$ cat src/rtl/reflet_vga_rect_fill.sv
// Rectangle fill engine: takes one clipped rectangle command at a time and
// emits one pixel write per unpaused cycle, in raster order, to the VGA bitmap port.
module reflet_vga_rect_fill #(
   parameter int h_size        = 640,
   parameter int v_line        = 480,
   parameter int color_depth   = 8,
   parameter int bit_reduction = 0,
   localparam int HW    = $clog2(h_size) - bit_reduction,
   localparam int VW    = $clog2(v_line) - bit_reduction,
   localparam int H_MAX = h_size >> bit_reduction,
   localparam int V_MAX = v_line >> bit_reduction
) (
   input  logic                   clk,
   input  logic                   reset,
   input  logic                   cmd_valid,
   output logic                   cmd_ready,
   input  logic [HW-1:0]          cmd_h_start,
   input  logic [VW-1:0]          cmd_v_start,
   input  logic [HW:0]            cmd_width,
   input  logic [VW:0]            cmd_height,
   input  logic [color_depth-1:0] cmd_R,
   input  logic [color_depth-1:0] cmd_G,
   input  logic [color_depth-1:0] cmd_B,
   input  logic [color_depth-1:0] cmd_a,
   input  logic                   pause,
   output logic                   write_bitmap,
   output logic [HW-1:0]          h_pixel,
   output logic [VW-1:0]          v_pixel,
   output logic [color_depth-1:0] R_out,
   output logic [color_depth-1:0] G_out,
   output logic [color_depth-1:0] B_out,
   output logic [color_depth-1:0] a_out,
   output logic                   busy,
   output logic                   done
);

   typedef enum logic [1:0] {IDLE, CLIP, FILL, DONE} state_t;

   state_t                 state_reg, state_next;
   logic [HW-1:0]          hs_reg;
   logic [VW-1:0]          vs_reg;
   logic [HW:0]            w_reg;
   logic [VW:0]            ht_reg;
   logic [color_depth-1:0] r_reg, g_reg, b_reg, a_reg;
   logic [HW-1:0]          h_reg, h_next;
   logic [VW-1:0]          v_reg, v_next;
   logic                   write_reg, write_next;
   logic                   done_reg, done_next;
   logic                   busy_reg, ready_reg;
   logic                   latch;

   // Sums carry two extra bits so a huge width/height never wraps below the screen edge.
   logic [HW+1:0] h_sum;
   logic [VW+1:0] v_sum;
   logic [HW:0]   h_end;
   logic [VW:0]   v_end;
   logic          empty, row_end, last;

   always_comb begin
      h_sum   = {2'b00, hs_reg} + {1'b0, w_reg};
      v_sum   = {2'b00, vs_reg} + {1'b0, ht_reg};
      h_end   = (h_sum > (HW+2)'(H_MAX)) ? (HW+1)'(H_MAX) : h_sum[HW:0];
      v_end   = (v_sum > (VW+2)'(V_MAX)) ? (VW+1)'(V_MAX) : v_sum[VW:0];
      empty   = (w_reg == '0) || (ht_reg == '0) ||
                ({1'b0, hs_reg} >= (HW+1)'(H_MAX)) ||
                ({1'b0, vs_reg} >= (VW+1)'(V_MAX));
      row_end = (({1'b0, h_reg} + (HW+1)'(1)) == h_end);
      last    = row_end && (({1'b0, v_reg} + (VW+1)'(1)) == v_end);
   end

   // write_reg marks that (h_reg, v_reg) is being written this cycle; the
   // position only advances after a cycle that actually carried a write.
   always_comb begin
      state_next = state_reg;
      h_next     = h_reg;
      v_next     = v_reg;
      write_next = 1'b0;
      done_next  = 1'b0;
      latch      = 1'b0;
      case (state_reg)
         IDLE: begin
            if (cmd_valid) begin
               latch      = 1'b1;
               state_next = CLIP;
            end
         end
         CLIP: begin
            if (empty) begin
               state_next = DONE;
               done_next  = 1'b1;
            end else begin
               state_next = FILL;
               h_next     = hs_reg;
               v_next     = vs_reg;
               write_next = !pause;
            end
         end
         FILL: begin
            if (write_reg && last) begin
               state_next = DONE;
               done_next  = 1'b1;
            end else begin
               if (write_reg) begin
                  if (row_end) begin
                     h_next = hs_reg;
                     v_next = v_reg + VW'(1);
                  end else begin
                     h_next = h_reg + HW'(1);
                  end
               end
               write_next = !pause;
            end
         end
         DONE:    state_next = IDLE;
         default: state_next = IDLE;
      endcase
   end

   always_ff @(posedge clk or negedge reset) begin
      if (!reset) begin
         state_reg <= IDLE;
         hs_reg    <= '0;
         vs_reg    <= '0;
         w_reg     <= '0;
         ht_reg    <= '0;
         r_reg     <= '0;
         g_reg     <= '0;
         b_reg     <= '0;
         a_reg     <= '0;
         h_reg     <= '0;
         v_reg     <= '0;
         write_reg <= 1'b0;
         done_reg  <= 1'b0;
         busy_reg  <= 1'b0;
         ready_reg <= 1'b1;
      end else begin
         state_reg <= state_next;
         h_reg     <= h_next;
         v_reg     <= v_next;
         write_reg <= write_next;
         done_reg  <= done_next;
         busy_reg  <= (state_next != IDLE);
         ready_reg <= (state_next == IDLE);
         if (latch) begin
            hs_reg <= cmd_h_start;
            vs_reg <= cmd_v_start;
            w_reg  <= cmd_width;
            ht_reg <= cmd_height;
            r_reg  <= cmd_R;
            g_reg  <= cmd_G;
            b_reg  <= cmd_B;
            a_reg  <= cmd_a;
         end
      end
   end

   assign cmd_ready    = ready_reg;
   assign busy         = busy_reg;
   assign done         = done_reg;
   assign write_bitmap = write_reg;
   assign h_pixel      = h_reg;
   assign v_pixel      = v_reg;
   assign R_out        = r_reg;
   assign G_out        = g_reg;
   assign B_out        = b_reg;
   assign a_out        = a_reg;

endmodule

$ cat config.mk
export PLATFORM = sky130hd
export DESIGN_NAME = reflet_vga_rect_fill
export DESIGN_NICKNAME = d
export VERILOG_FILES = /design/src/rtl/reflet_vga_rect_fill.sv
export SDC_FILE = /design/constraint.sdc
export NUM_CORES = 1
export LEC_CHECK = 0
export ABC_AREA = 1
export BUFFER_PORTS_ARGS = -buffer_cell sky130_fd_sc_hd__buf_2
export CORE_MARGIN = 2
export CORE_UTILIZATION = 50
export CTS_CLUSTER_SIZE = 8
export DETAILED_ROUTE_END_ITERATION = 10
export PLACE_DENSITY_LB_ADDON = 0.25
export SLEW_MARGIN = 20
export SYNTH_ARGS = -nofsm -noshare
export SYNTH_HDL_FRONTEND = slang
export SYNTH_SLANG_ARGS = --single-unit
$ cat constraint.sdc
create_clock -name clk -period 4.2 [get_ports clk]
set_input_delay 0.21 -clock clk [delete_from_list [all_inputs] [get_ports clk]]
set_output_delay 0.21 -clock clk [all_outputs]
set_load 0.1 [all_outputs]
==> reports/metrics.yaml, run 1 <==
run_status:
  outcome: "finished clean"
setup_path:
  rr_worst_depth: 21
  required_ns: 4.48
  start_kind: "register"
  worstSetupPathType: "register to register"
  cp_num_buf_inv: 3
  critPathMaxStageDelay_ns: 0.39
  path_cells: "ha_1 -> inv_1 -> fa_1 -> nand3b_1 -> nand2_1 -> nand2_1 -> nand3b_1 -> nand2_1 -> inv_1 -> nand4_1 -> nand2_1 -> inv_1 -> nand2_1 -> nand2_1 -> nand2_1 -> nand3_1 -> nor2_2 -> nand3_2 -> nand3_2 -> nand2_1 -> o21ai_1"
  critPathMostFrequentCell: "nand2_1"
  crit_family: "simple AND/OR/NAND/NOR gates"
  crit_slowest_cell: "fa_1"
  cp.arrival_ns: 3.73
  cp.depth: 21
  crit_fanout: 15
  end_kind: "register"
die:
  fp.dieW_um: 115
  initial_core_util_pct: 51.1
  design.die.area_um2: 13100
  core-area_um2: 12000
  fp.dieH_um: 115
  num_rows: 40
  io_pins: 131
timing:
  final-max-slew-violation-count: 0
  period_share_pct: 82.2
  hold_viol: 0
  fin_skew_ns: 0.00692
  setup-tns-final_ns: 0
  setup_viol: 0
  worst_slew_pin_slew_ns: 1.02
  hold_slack_ns: 0.0783
  slew_headroom_pct: 31.9
  fin_crit_ns: 3.45
  timing.fmax_mhz: 290
  rsz0062_at_grt: "no"
cells_and_area:
  synthToLayoutAreaGrowth_pct: 17.6
  fin_cells: 1022
  final_nets: 973
  drive_gt1_share_pct: 28.2
  antenna_cells: 0
  largest_register_ffs: 11
route:
  vias: 5349
  drc: 0
  viasPerCell: 5.23
  firstDrtPassIters: 5
  drtAntennaViolNets: 0
  routed_wl_um: 14500
  avgRoutedWirePerCell_um: 14.2
  dr.first_iter.drc_count: 359
clocking:
  cts_buffers: 9
  htree_num_levels: 3
  postCtsResizedCells: 0
  clkLatencyLatePin_ns: 0.36
  clk_pin_slew_ns: 0.07
  clockRootBuffer: "clkbuf_16"
  numClockSinks: 97
  cts_max_path_buffers: 2
  tritoncts: "built"
  cts_setup_buffers: 0
placement:
  dp.cells: 1005
  hpwlAfterDp_um: 11300
  io_buffers: 130
  place.gp.congestion: 0.905
hold_path:
  hp-class: "input pin to register"
  min_path_cells: 2
synth:
  yosysMostFrequentCell: "nand2_1"
  avgSynthCellArea_um2: 8.21
  synthTopCellsByArea: "dfrtp_1, nand2_1, mux2_2"
  syn_nets: 848
  synthTopCellsByCount: "nand2_1, dfrtp_1, inv_1"
  synth.top_cell.area_share_pct: 39.3
  syn_inst: 745
  yosysSeqAreaShare_pct: 39.7
  synth_ff_type: "dfrtp_1"
  synth_edf_count: 0
  synthArstFlopShare_pct: 100
  synth_seq_cells: 97
  ys.warnings.count: 0
  synth_largest_area_cell: "dfrtp_1"
  post_synth_num_cell_types: 45
  synth_area_um2: 6110
grt:
  grt_pass1_vias: 5142
  antenna_found_initial: 1
  gr-total-overflow: 0
  grt_pass1_wl_um: 24300
  grt_start_max_net_pins: 82
  grt_usage_pct: 23.5
flow_run:
  cap_violations: 0
per-layer routing:
layer / GRT usage (%) / vias to the layer above / part of all wire, %
met3: 6.99 / 25 / 7.7
met4: 8.86 / 2 / 1.9
met5: 0 / - / 0.083
li1: - / 2691 / -
met2: 34.8 / 176 / 43
met1: 32.6 / 2455 / 48
cells in the final DEF, fill, tap and decap left out, types with 2 or more instances in the layout:
| cell | Yosys | routed |
|---|---|---|
| or2_2 | 4 | 4 |
| nand2_4 | 1 | 2 |
| nand2_2 | 7 | 7 |
| fa_1 | 2 | 2 |
| nor2_4 | 3 | 3 |
| inv_2 | 6 | 6 |
| nor2_2 | 2 | 2 |
| nand3b_1 | 6 | 6 |
| inv_1 | 83 | 83 |
| clkbuf_8 | 0 | 2 |
| nand3_2 | 3 | 3 |
| nor3_1 | 5 | 5 |
| o21a_1 | 3 | 3 |
| xnor2_1 | 4 | 4 |
| nand3_1 | 54 | 54 |
| buf_4 | 1 | 2 |
| buf_2 | 1 | 129 |
| nor2_1 | 50 | 50 |
| a31oi_1 | 4 | 4 |
| dfrtp_1 | 96 | 96 |
| a21oi_1 | 18 | 18 |
| nor4_1 | 5 | 5 |
| ha_1 | 25 | 25 |
| mux2_2 | 63 | 63 |
| a31o_2 | 2 | 2 |
| clkbuf_16 | 0 | 9 |
| nand3_4 | 2 | 2 |
| inv_6 | 0 | 2 |
| o21ai_1 | 9 | 9 |
| o21bai_1 | 2 | 2 |
| nand2_1 | 211 | 210 |
| o21ai_0 | 13 | 13 |
| xor2_1 | 8 | 8 |
| nand4_1 | 26 | 26 |
cell families after synthesis:
logic type | share of synthesized area, %
compound gates | 5.16
xor+xnor | 1.98
fa+ha+maj | 5.77
buf+inv | 7.26
flops | 39.7
mux | 11.6
simple gates | 28.5
path summary, 6_finish.rpt:
| kind | startpoint | to | slack [ns] |
|---|---|---|---|
| hold reg to reg | v_pixel[3] | v_pixel[3] | 0.50 |
| setup reg to reg | vs_reg[0] | h_pixel[2] | 0.75 |
| min in group asynchronous | reset | v_pixel[3] | 0.45 |
| setup / recovery | vs_reg[0] | h_pixel[2] | 0.75 |
| max in group asynchronous | reset | B_out[4] | 2.77 |
| hold / removal | cmd_B[0] | B_out[0] | 0.08 |
area by class of cell:
type,instances,area (um^2)
fillers,1089,4770
multi-input cells,540,3250
flip-flops and latches,97,2430
repair buffers,132,671
inverters,90,338
clock buffers,11,253
well taps,147,184
clock inverters,5,67.6
through the flow:
stage / utilization, % / setup WS (ns) / instance area [um^2]
2_1_floorplan: - / 0.932 / 6110
3_3_place_gp: 57.4 / 0.839 / 6860
3_5_place_dp: 57.4 / 0.777 / 6860
4_1_cts: 60.1 / 0.743 / 7190
5_1_grt: 60.1 / 0.281 / 7190
6_report: 60.1 / 0.747 / 7190
repair_timing:
| action | CTS | global route |
|---|---|---|
| hold buffers | 1 | 0 |
| setup endpoints to repair | 0 | 0 |
| endpoints found under the hold margin | 56 | 0 |
Power of run 1 is not shown: default switching activity piles up to over one toggle a cycle in this logic, so the estimate is an artifact.
==> run 2: changes to the inputs <==
==> constraint.sdc (replaced) <==
create_clock -name clk -period 3.2 [get_ports clk]
set_input_delay 0.16 -clock clk [delete_from_list [all_inputs] [get_ports clk]]
set_output_delay 0.16 -clock clk [all_outputs]
set_load 0.1 [all_outputs]
==> reports/metrics.yaml, run 2 (synthesis gave the netlist of run 1 again) <==
grt:
  antenna_found_initial: 0
  grt_pass1_wl_um: 23800
  grt_usage_pct: 22.9
  gr-total-overflow: 0
  grt_pass1_vias: 4985
  grt_start_max_net_pins: 47
cells_and_area:
  largest_register_ffs: 11
  multi_input_area_um2: 3430
  fillCellCount: 1051
  seq_area_um2: 2430
  fin_cells: 1047
  synthToLayoutAreaGrowth_pct: 23.6
  drive_gt1_share_pct: 34.0
  final_nets: 998
  layout.cells.most_common_list: "nand2_1, buf_2, dfrtp_1"
  final_common_cell: "nand2_1"
  antenna_cells: 0
  finalCoreUtilization_pct: 63.2
die:
  fp.dieH_um: 115
  initial_core_util_pct: 51.1
  core-area_um2: 12000
  design.die.area_um2: 13100
  io_pins: 131
  num_rows: 40
  fp.dieW_um: 115
timing:
  period_share_pct: 99.4
  final-max-slew-violation-count: 0
  timing.fmax_mhz: 314
  slew_headroom_pct: 62.2
  rsz0062_at_grt: "yes"
  hold_viol: 0
  setup_viol: 0
  fin_skew_ns: 0.00908
  worst_slew_pin_slew_ns: 0.567
  fin_crit_ns: 3.18
hold_path:
  hold_start: "cmd_v_start[3]"
  hold_path_end: "vs_reg[3]"
  hp-class: "input pin to register"
  min_path_cells: 2
setup_path:
  cp.arrival_ns: 3.42
  reg2reg_from: "ht_reg[0]"
  ff2ff_setup_slack_ns: 0.02
  crit_fanout: 8
  end_kind: "register"
  start_kind: "register"
  worstSetupPathType: "register to register"
  rr_worst_depth: 22
  reg2reg_to: "v_pixel[3]"
  required_ns: 3.44
clocking:
  numClockSinks: 97
  cts_buffers: 9
  clockRootBuffer: "clkbuf_16"
  clkLatencyLatePin_ns: 0.36
  htree_num_levels: 3
  tritoncts: "built"
  clk_pin_slew_ns: 0.07
  cts_max_path_buffers: 2
flow_run:
  cap_violations: 0
route:
  firstDrtPassIters: 5
  drc: 0
  drtAntennaViolNets: 0
  dr.first_iter.drc_count: 346
  viasPerCell: 5.16
  routed_wl_um: 14600
  vias: 5402
  avgRoutedWirePerCell_um: 14.0
placement:
  place.gp.congestion: 0.896
  dp.cells: 1023
  hpwlAfterDp_um: 11200
  io_buffers: 130
run_status:
  outcome: "finished clean"
## run 2: cell count changes in the layout (fill, tap and decap cells not counted), moves of 3 or more
| cell | change |
|---|---|
| buf_4 | +17 |
| nand2_1 | -11 |
| nand2_2 | +9 |
| nand3_1 | -5 |
| buf_6 | +4 |
| nand3_4 | +4 |
| o21ai_1 | -4 |
| o21ai_2 | +4 |
| dfrtp_1 | -3 |
| dfrtp_2 | +3 |
| inv_1 | -3 |
| inv_2 | +3 |
## run 2: per-layer routing
metal | wire length (um) | share of wire, % | GRT usage [%]
met1 | 7120 | 49 | 32.8
met2 | 6360 | 43 | 34.2
met3 | 1020 | 6.9 | 6.72
met4 | 144 | 0.98 | 5.28
met5 | 0 | 0 | 0
## run 2: timing repair
item	CTS	global route
resized for setup	0	46
endpoints found under the hold margin	40	0
buffers inserted	1	3
endpoints found under the setup margin	9	24
hold buffers	1	0
gates cloned	0	3
pin swaps	1	11
## run 2: how the worst max path moves through the flow
| stage | cells after the start | to | start |
|---|---|---|---|
| global route | 22 | v_pixel[3] | ht_reg[0] |
| CTS | 20 | h_pixel[6] | w_reg[0] |
| finish | 22 | v_pixel[3] | ht_reg[0] |
| detailed placement | 21 | v_pixel[8] | w_reg[0] |
| global placement | 21 | v_pixel[7] | hs_reg[0] |
| floorplan | 16 | h_pixel[3] | v_pixel[1] |
## run 2: final cells by class
cell class                      instances  area share, %
Clock buffer                            9           2.98
Clock inverter                          7          0.861
Inverter                               90           4.47
Multi-Input combinational cell        542           45.4
Sequential cell                        97           32.2
Tap cell                              147           2.43
Timing Repair Buffer                  155           11.7
## run 2: critical path: stages (launching register included)
cell and delay (ns):
dfrtp_1 0.38, ha_2 0.20, inv_2 0.04, fa_2 0.52, inv_2 0.04, or2_4 0.22
nor2_2 0.09, nand3_1 0.06, nor2_1 0.09, nor2_1 0.05, nand4_1 0.15, buf_6 0.16
nand3_2 0.06, nand2_1 0.06, nand2_1 0.05, nor2_1 0.12, nand3_2 0.11, nor2_4 0.17
buf_6 0.12, o21bai_4 0.08, buf_12 0.14, nand4_1 0.08, nand2_1 0.06
## run 2: per-stage QoR
step / setup slack (ns) / hold slack, ns / setup TNS (ns) / cell area, um^2
finish: 0.0185 / 0.0303 / 0 / 7550
global route: -0.234 / 0.0213 / -4.40 / 7550
CTS: 0.0105 / 0.0216 / 0 / 7330
detailed placement: -0.0110 / 0.189 / -0.0306 / 7010
global placement: 0.0408 / 0.193 / 0 / 7010
floorplan: 0.0145 / -0.136 / 0 / 6120
Power of run 2 is left out for the same reason.
